**src/rtl/alu_pkg.sv**
```systemverilog
// Shared opcodes, flag bit positions and control FSM states for the sequential ALU.
package alu_pkg;

    localparam logic [4:0] OP_ADD = 5'b00000;
    localparam logic [4:0] OP_SUB = 5'b00001;
    localparam logic [4:0] OP_MUL = 5'b00010;
    localparam logic [4:0] OP_DIV = 5'b00011;
    localparam logic [4:0] OP_MOD = 5'b00100;
    localparam logic [4:0] OP_LSL = 5'b00101;
    localparam logic [4:0] OP_LSR = 5'b00110;
    localparam logic [4:0] OP_ASR = 5'b00111;
    localparam logic [4:0] OP_XOR = 5'b01000;
    localparam logic [4:0] OP_OR  = 5'b01001;
    localparam logic [4:0] OP_AND = 5'b01010;
    localparam logic [4:0] OP_NOT = 5'b01011;
    localparam logic [4:0] OP_CMP = 5'b01100;
    localparam logic [4:0] OP_INC = 5'b01101;
    localparam logic [4:0] OP_DEC = 5'b01110;
    localparam logic [4:0] OP_MAC = 5'b01111;
    localparam logic [4:0] OP_CLR = 5'b10000;

    localparam int unsigned FLAG_N = 3;
    localparam int unsigned FLAG_Z = 2;
    localparam int unsigned FLAG_C = 1;
    localparam int unsigned FLAG_V = 0;

    typedef enum logic [1:0] {StIdle, StIter, StFix} alu_state_e;

endpackage

```
**src/rtl/alu_muldiv_seq.sv**
```systemverilog
// Iterative signed multiply / restoring divide on operand magnitudes, one step per cycle,
// with sign fixup applied combinationally on the outputs.
module alu_muldiv_seq #(
    parameter int unsigned W = 16
) (
    input  logic           clk,
    input  logic           rst,
    input  logic           load,
    input  logic           step,
    input  logic           is_div,
    input  logic [W-1:0]   a,
    input  logic [W-1:0]   b,
    output logic           last,
    output logic [2*W-1:0] product,
    output logic [W-1:0]   quotient,
    output logic [W-1:0]   remainder
);
    localparam int unsigned CW = $clog2(W);

    logic [CW-1:0]  cnt_q;
    logic [2*W-1:0] work_q, work_d, shifted;
    logic [W-1:0]   m_q, a_mag, b_mag;
    logic           div_q, sa_q, sb_q;
    logic [W:0]     add_sum, sub_trial;

    always_comb begin
        a_mag     = a[W-1] ? (~a + W'(1)) : a;
        b_mag     = b[W-1] ? (~b + W'(1)) : b;
        shifted   = {work_q[2*W-2:0], 1'b0};
        add_sum   = {1'b0, work_q[2*W-1:W]} + (work_q[0] ? {1'b0, m_q} : '0);
        sub_trial = {1'b0, shifted[2*W-1:W]} - {1'b0, m_q};
        // Divide: high half is the partial remainder, low half collects quotient bits.
        if (div_q) begin
            work_d = sub_trial[W] ? shifted : {sub_trial[W-1:0], shifted[W-1:1], 1'b1};
        end else begin
            work_d = {add_sum, work_q[W-1:1]};
        end
    end

    always_ff @(posedge clk) begin
        if (rst) begin
            cnt_q  <= '0;
            work_q <= '0;
            m_q    <= '0;
            div_q  <= 1'b0;
            sa_q   <= 1'b0;
            sb_q   <= 1'b0;
        end else if (load) begin
            cnt_q  <= CW'(W - 1);
            work_q <= {{W{1'b0}}, is_div ? a_mag : b_mag};
            m_q    <= is_div ? b_mag : a_mag;
            div_q  <= is_div;
            sa_q   <= a[W-1];
            sb_q   <= b[W-1];
        end else if (step) begin
            work_q <= work_d;
            if (cnt_q != '0) begin
                cnt_q <= cnt_q - CW'(1);
            end
        end
    end

    assign last      = (cnt_q == '0);
    assign product   = (sa_q ^ sb_q) ? (~work_q + (2*W)'(1)) : work_q;
    assign quotient  = (sa_q ^ sb_q) ? (~work_q[W-1:0] + W'(1)) : work_q[W-1:0];
    assign remainder = sa_q ? (~work_q[2*W-1:W] + W'(1)) : work_q[2*W-1:W];

endmodule

```
**src/rtl/alu_seq.sv**
```systemverilog
// Multi-cycle ALU with persistent accumulator: single-cycle ops finish in one clock,
// MUL/DIV/MOD/MAC run on the iterative unit and take W+2 cycles.
module alu_seq
    import alu_pkg::*;
#(
    parameter int unsigned W = 16
) (
    input  logic         clk,
    input  logic         rst,
    input  logic         start,
    input  logic [4:0]   alu_op,
    input  logic [W-1:0] operandA,
    input  logic [W-1:0] operandB,
    output logic         busy,
    output logic         done,
    output logic [W-1:0] resultAccumulator,
    output logic [3:0]   flags
);
    localparam int unsigned SW = $clog2(W);

    alu_state_e     state_q, state_d;
    logic [4:0]     op_q;
    logic           div_ovf_q, done_q, done_d;
    logic [W-1:0]   acc_q, acc_d;
    logic [3:0]     flags_q, flags_d;
    logic           is_multi, md_load, md_step, md_last;
    logic [2*W-1:0] md_product;
    logic [W-1:0]   md_quotient, md_remainder;

    logic [W-1:0]   addend, sc_res, sc_val, fix_res;
    logic [W:0]     add_full, sub_full, lsl_full, lsr_full, asr_full;
    logic [SW-1:0]  shamt;
    logic           sc_c, sc_v, sc_write, fix_v;
    logic [3:0]     sc_flags, fix_flags;
    logic [2*W:0]   mac_full;

    // Zero divisors never reach the iterative unit; they complete immediately.
    assign is_multi = (alu_op == OP_MUL) || (alu_op == OP_MAC) ||
                      (((alu_op == OP_DIV) || (alu_op == OP_MOD)) && (operandB != '0));

    alu_muldiv_seq #(.W(W)) u_muldiv (
        .clk       (clk),
        .rst       (rst),
        .load      (md_load),
        .step      (md_step),
        .is_div    ((alu_op == OP_DIV) || (alu_op == OP_MOD)),
        .a         (operandA),
        .b         (operandB),
        .last      (md_last),
        .product   (md_product),
        .quotient  (md_quotient),
        .remainder (md_remainder)
    );

    always_comb begin
        addend   = ((alu_op == OP_INC) || (alu_op == OP_DEC)) ? W'(1) : operandB;
        add_full = {1'b0, operandA} + {1'b0, addend};
        sub_full = {1'b0, operandA} - {1'b0, addend};
        shamt    = operandB[SW-1:0];
        lsl_full = {1'b0, operandA} << shamt;
        lsr_full = {operandA, 1'b0} >> shamt;
        asr_full = $signed({operandA, 1'b0}) >>> shamt;
        sc_res   = acc_q;
        sc_val   = acc_q;
        sc_c     = 1'b0;
        sc_v     = 1'b0;
        sc_write = 1'b1;
        case (alu_op)
            OP_ADD, OP_INC: begin
                sc_res = add_full[W-1:0];
                sc_c   = add_full[W];
                sc_v   = (operandA[W-1] == addend[W-1]) && (add_full[W-1] != operandA[W-1]);
            end
            OP_SUB, OP_DEC, OP_CMP: begin
                sc_val = sub_full[W-1:0];
                if (alu_op != OP_CMP) sc_res = sub_full[W-1:0];
                sc_c   = sub_full[W];
                sc_v   = (operandA[W-1] != addend[W-1]) && (sub_full[W-1] != operandA[W-1]);
            end
            OP_DIV: begin sc_res = '1;       sc_v = 1'b1; end
            OP_MOD: begin sc_res = operandA; sc_v = 1'b1; end
            OP_LSL: begin sc_res = lsl_full[W-1:0]; sc_c = lsl_full[W]; end
            OP_LSR: begin sc_res = lsr_full[W:1];   sc_c = lsr_full[0]; end
            OP_ASR: begin sc_res = asr_full[W:1];   sc_c = asr_full[0]; end
            OP_XOR: sc_res = operandA ^ operandB;
            OP_OR:  sc_res = operandA | operandB;
            OP_AND: sc_res = operandA & operandB;
            OP_NOT: sc_res = ~operandA;
            OP_CLR: sc_res = '0;
            default: sc_write = 1'b0;
        endcase
        if (alu_op != OP_CMP) sc_val = sc_res;
        sc_flags         = '0;
        sc_flags[FLAG_N] = sc_val[W-1];
        sc_flags[FLAG_Z] = (sc_val == '0);
        sc_flags[FLAG_C] = sc_c;
        sc_flags[FLAG_V] = sc_v;
        if (alu_op == OP_CLR) sc_flags = '0;
    end

    always_comb begin
        mac_full = {{(W+1){acc_q[W-1]}}, acc_q} + {md_product[2*W-1], md_product};
        fix_res  = md_remainder;
        fix_v    = 1'b0;
        case (op_q)
            OP_MUL: begin
                fix_res = md_product[W-1:0];
                fix_v   = !((&md_product[2*W-1:W-1]) || (~|md_product[2*W-1:W-1]));
            end
            OP_MAC: begin
                fix_res = mac_full[W-1:0];
                fix_v   = !((&mac_full[2*W:W-1]) || (~|mac_full[2*W:W-1]));
            end
            OP_DIV: begin
                fix_res = md_quotient;
                fix_v   = div_ovf_q;
            end
            default: ;
        endcase
        fix_flags         = '0;
        fix_flags[FLAG_N] = fix_res[W-1];
        fix_flags[FLAG_Z] = (fix_res == '0);
        fix_flags[FLAG_V] = fix_v;
    end

    always_ff @(posedge clk) begin
        if (rst) state_q <= StIdle;
        else     state_q <= state_d;
    end

    always_comb begin
        state_d = state_q;
        md_load = 1'b0;
        md_step = 1'b0;
        case (state_q)
            StIdle: if (start && is_multi) begin
                state_d = StIter;
                md_load = 1'b1;
            end
            StIter: begin
                md_step = 1'b1;
                if (md_last) state_d = StFix;
            end
            StFix:   state_d = StIdle;
            default: state_d = StIdle;
        endcase
    end

    always_comb begin
        acc_d   = acc_q;
        flags_d = flags_q;
        done_d  = 1'b0;
        if ((state_q == StIdle) && start && !is_multi) begin
            done_d = 1'b1;
            if (sc_write) begin
                acc_d   = sc_res;
                flags_d = sc_flags;
            end
        end else if (state_q == StFix) begin
            done_d  = 1'b1;
            acc_d   = fix_res;
            flags_d = fix_flags;
        end
    end

    always_ff @(posedge clk) begin
        if (rst) begin
            acc_q     <= '0;
            flags_q   <= '0;
            done_q    <= 1'b0;
            op_q      <= '0;
            div_ovf_q <= 1'b0;
        end else begin
            acc_q   <= acc_d;
            flags_q <= flags_d;
            done_q  <= done_d;
            if (md_load) begin
                op_q      <= alu_op;
                div_ovf_q <= (operandA == {1'b1, {(W-1){1'b0}}}) && (operandB == '1);
            end
        end
    end

    assign busy              = (state_q != StIdle);
    assign done              = done_q;
    assign resultAccumulator = acc_q;
    assign flags             = flags_q;

endmodule

```
**config.mk**
```make
export PLATFORM = sky130hd
export DESIGN_NAME = alu_seq
export DESIGN_NICKNAME = d
export VERILOG_FILES = /design/src/rtl/alu_pkg.sv /design/src/rtl/alu_muldiv_seq.sv /design/src/rtl/alu_seq.sv
export SDC_FILE = /design/constraint.sdc
export NUM_CORES = 1
export LEC_CHECK = 0
export ABC_AREA = 1
export CAP_MARGIN = 15
export CORE_MARGIN = 3
export CORE_UTILIZATION = 45
export DETAILED_ROUTE_END_ITERATION = 10
export HOLD_SLACK_MARGIN = 0.15
export PLACE_DENSITY = 0.64
export SLEW_MARGIN = 20
export SYNTH_ARGS = -nofsm -noshare
export SYNTH_HDL_FRONTEND = slang
export SYNTH_SLANG_ARGS = --single-unit
```
**constraint.sdc**
```tcl
create_clock -name clk -period 4.65 [get_ports clk]
set_clock_uncertainty 0.2 [all_clocks]
set_input_delay 0.465 -clock clk [delete_from_list [all_inputs] [get_ports clk]]
set_output_delay 0.465 -clock clk [all_outputs]
set_load 0.01 [all_outputs]
```
==> results.md <==
* Outcome: finished, final reports clean
* Startpoint class of the critical path: flop
* Critical path's most frequent cell: nand2_1
* Vias/cell at roughly 5.8
* Clock sinks at 84
* Critical path arrival at about 4.4 ns
* Simple-gate share of the synthesized area at 0.414
* Final setup fails at 0
* Dpl hpwl at about 53 mm
* Max-slew violation count at 0
* Post-synthesis xor/xnor area fraction at 0.0507
* TritonCTS buffer count at 9
* Commonest non-fill, non-tap cell in the layout: nand2_1
* Area grow syn2layout at 12.8%
* Post-synthesis mux area share at 0
* Combinational share of power at 0.503
* Die area at 36000 um2
* Clock tree root driver cell: clkbuf_16
* Switching Fraction at 0.455
* HP Start: u_muldiv.cnt_q[0]
* Synth warn at 0
* Power Internal at approximately 1.7 mW
* Max Cap Viol at 0
* RSZ-0062 raised after global routing: false
* Via count of the first global-routing pass at between 15000 and 20000
* P_leak at between 8 and 9 nW
* Critical path peak fanout at 5
* Fraction of the mapped netlist area in compound gates at 0.189
* DRT iter0 DRCs at approximately 2100
* Clock network power share at 0.238
* Clk_lat worst skew at approximately 0.36 ns
* CTS tree: built
* Final Critical Period at about 4.3 ns
* NetSw at about 1.4 mW
* I/O Buffers at 61
* Tightest Pin Transition at approximately 0.87 ns
* Seq pwr share at 0.258
* Ys flop type: dfxtp_1
* Largest net degree at the start of global routing at 48
* Num ports at 62
* Layout cells sized above 1 at 0.0645
* Most used cells in the layout excluding fill and tap cells: nand2_1, inv_1, nor2_1
* Post-synthesis instance total at roughly 2800
* Drt pass-1 iters at 6
* Total grt overflow at 0
* Yosys top cell by area: nand2_1
* Number of flops mapped to enable cells by yosys at 0
* VDD IR-drop max at approximately 0.18 mV
* GRT Total Usage at 0.351
* Hold Fails Final Rpt at 0
* H-tree levels at 3
* Synth top area cells: nand2_1, ha_1, dfxtp_1, nand3_1, inv_1
* Nets at about 3000
* Core area at 32900 um2
* DRC errors left at 0
* Largest family of logic cells by synthesized area: simple AND/OR/NAND/NOR gates
* Max Clock Freq at between 200 and 250 MHz
* Post-Route WL at about 65 mm
* Syn_nets at 2938
* Critical path's largest stage delay at ~0.38 ns
* Post-DRT Antenna Nets at 0
* Post-synth cell types at 55
* Worst EP required at approximately 4.7 ns
* Setup TNS at 0 ns
* WS Path Type: flop to flop
* First-pass GRT wire length at 100 mm
* Starting Density at 0.462
* Cts hold-fix bufs at 0
* Synthesized area per cell at about 5.5 um2
* Fin Hold WS at around 0.26 ns
* Die extent in y at between 150 and 200 um
* Slowest CP cell: xor2_1
* Flops & latches, synth at 84
* Cell Chain, Critical Path: inv_2, ha_1, inv_1, nor3_4, nand2_1, nor2_4, inv_1, o21ai_0, xor2_1, ha_1, a21oi_1, o21ai_0, o21bai_1, inv_1, nand2_1, xor2_1, nor2_1, nor2_1, nand2_1, nor2_1, nand3_1, a21oi_1, nand2_1, a21oi_2
* Final RePlAce weighted congestion at ~1
* Post-synth top area share at 0.188
* Power Density at between 150 and 200 nW/um2
* Period utilization at 0.931
* Routed WL per cell at just under 20 um
* Sequential share of the synthesized area at 0.111
* CP startpoint: u_muldiv.work_q[1]
* Rows at 66
* Asr flop ratio synth at 0
* Synth Area in Adders at 0.119
* Slew HR at 0.420
* Die W at between 150 and 200 um
* Worst setup EP type: flop
* Post-Syn Area at 15200 um2
* Vias after detailed routing at around 19000
* Initial antenna violation count at 6
* Worst reg2reg path startpoint: u_muldiv.work_q[1]
* Class of the worst hold path: flop to flop
* Reg clk slew, reported paths at 0.07 ns
* Clock Tree Buf Depth at 2
-- cell type report --
type / instances / area (um2)
antenna: 3 / 7.51
clock buffer: 11 / 253
clock inverter: 5 / 42.5
fill: 3682 / 15700
inverter: 364 / 1370
multi-input combinational: 2218 / 11800
sequential: 84 / 1680
tap: 442 / 553
timing repair buffer: 171 / 1440
-- per-layer routing --
layer	part of all wire	global-route usage	vias up
met3	0.11	0.0608	116
li1	-	-	9291
met1	0.45	0.514	8823
met4	0.025	0.0867	8
met5	0.00085	0	-
met2	0.41	0.534	942
-- metrics by stage --
stage	instance area [um2]	worst slack [ns]	cells	total power [mW]	utilization
after CTS	17100	0.0177	3294	3.04	0.519
final	17100	0.319	3298	3.09	0.521
after floorplan	15200	0.883	2756	1.77	-
after global placement	16800	0.0259	3278	2.31	0.510
after detailed placement	16800	0.0474	3278	2.31	0.510
after global routing	17100	0.00908	3295	3.28	0.521
-- power groups by stage --
| stage | registers [mW] | clock network, mW | logic [mW] |
|---|---|---|---|
| final | 0.797 | 0.736 | 1.55 |
| after global routing | 0.799 | 0.762 | 1.72 |
| after CTS | 0.794 | 0.737 | 1.51 |
| after detailed placement | 0.810 | 0 | 1.50 |
| after global placement | 0.810 | 0 | 1.50 |
| after floorplan | 0.798 | 0 | 0.968 |
-- registers in the layout, summed over array words and instances (netlist names), 2 cells and up --
signal	flops
op_q	5
resultAccumulator	16
flags	4
state_q	2
u_muldiv.cnt_q	4
u_muldiv.m_q	16
u_muldiv.work_q	32
-- cell families after synthesis --
logic type	Yosys count
fa+ha+maj	142
xor+xnor	88
simple gates	1482
flops	84
buf+inv	454
compound gates	506
-- synthesized netlist by cell type (2+ instances only) --
library cell	instances
nand2_1	759
inv_1	348
nor2_1	299
nand3_1	284
o21ai_0	183
a21oi_1	180
ha_1	137
dfxtp_1	84
xor2_1	74
clkbuf_1	60
nand4_1	52
nor3_1	38
o211ai_1	27
a31oi_1	20
o22ai_1	18
buf_2	17
inv_2	14
o21bai_1	14
xnor2_1	14
or2_2	11
a221oi_1	10
nor2_2	9
o221ai_1	8
o31ai_1	8
o21ai_1	7
o32ai_1	7
buf_1	5
fa_1	5
nand3b_1	5
nor4_1	5
o2111ai_1	5
a21boi_0	4
and2_1	4
buf_4	4
buf_6	4
o21a_1	4
a21o_1	3
nand2_2	3
nand2_4	3
a22oi_1	2
clkinv_1	2
nand3_2	2
o311ai_0	2
-- path summary, 6_finish.rpt --
| path | endpoint | cells after the start | slack, ns |
|---|---|---|---|
| max | flags[2] | 24 | 0.32 |
| min | u_muldiv.cnt_q[0] | 2 | 0.26 |
| max reg2reg | flags[2] | 24 | 0.32 |
| min reg2reg | u_muldiv.cnt_q[0] | 2 | 0.26 |
-- timing repair --
action / 4_1_cts / 5_1_grt
setup endpoints to repair: 0 / 3
hold endpoints to repair: 0 / 0
gates resized for setup: 0 / 12
setup buffers: 0 / 1
-- worst max-delay path, delay by kind of cell (launching register included) --
kind | cells | cell delay, ns
adders and majority gates | 2 | 0.56
buffers and inverters | 4 | 0.31
AOI/OAI and AO/OA | 6 | 0.99
DFF | 1 | 0.35
xor gates and xnor gates | 2 | 0.61
and+or+nand+nor | 10 | 1.25
Power figures use the tool's default switching activity.
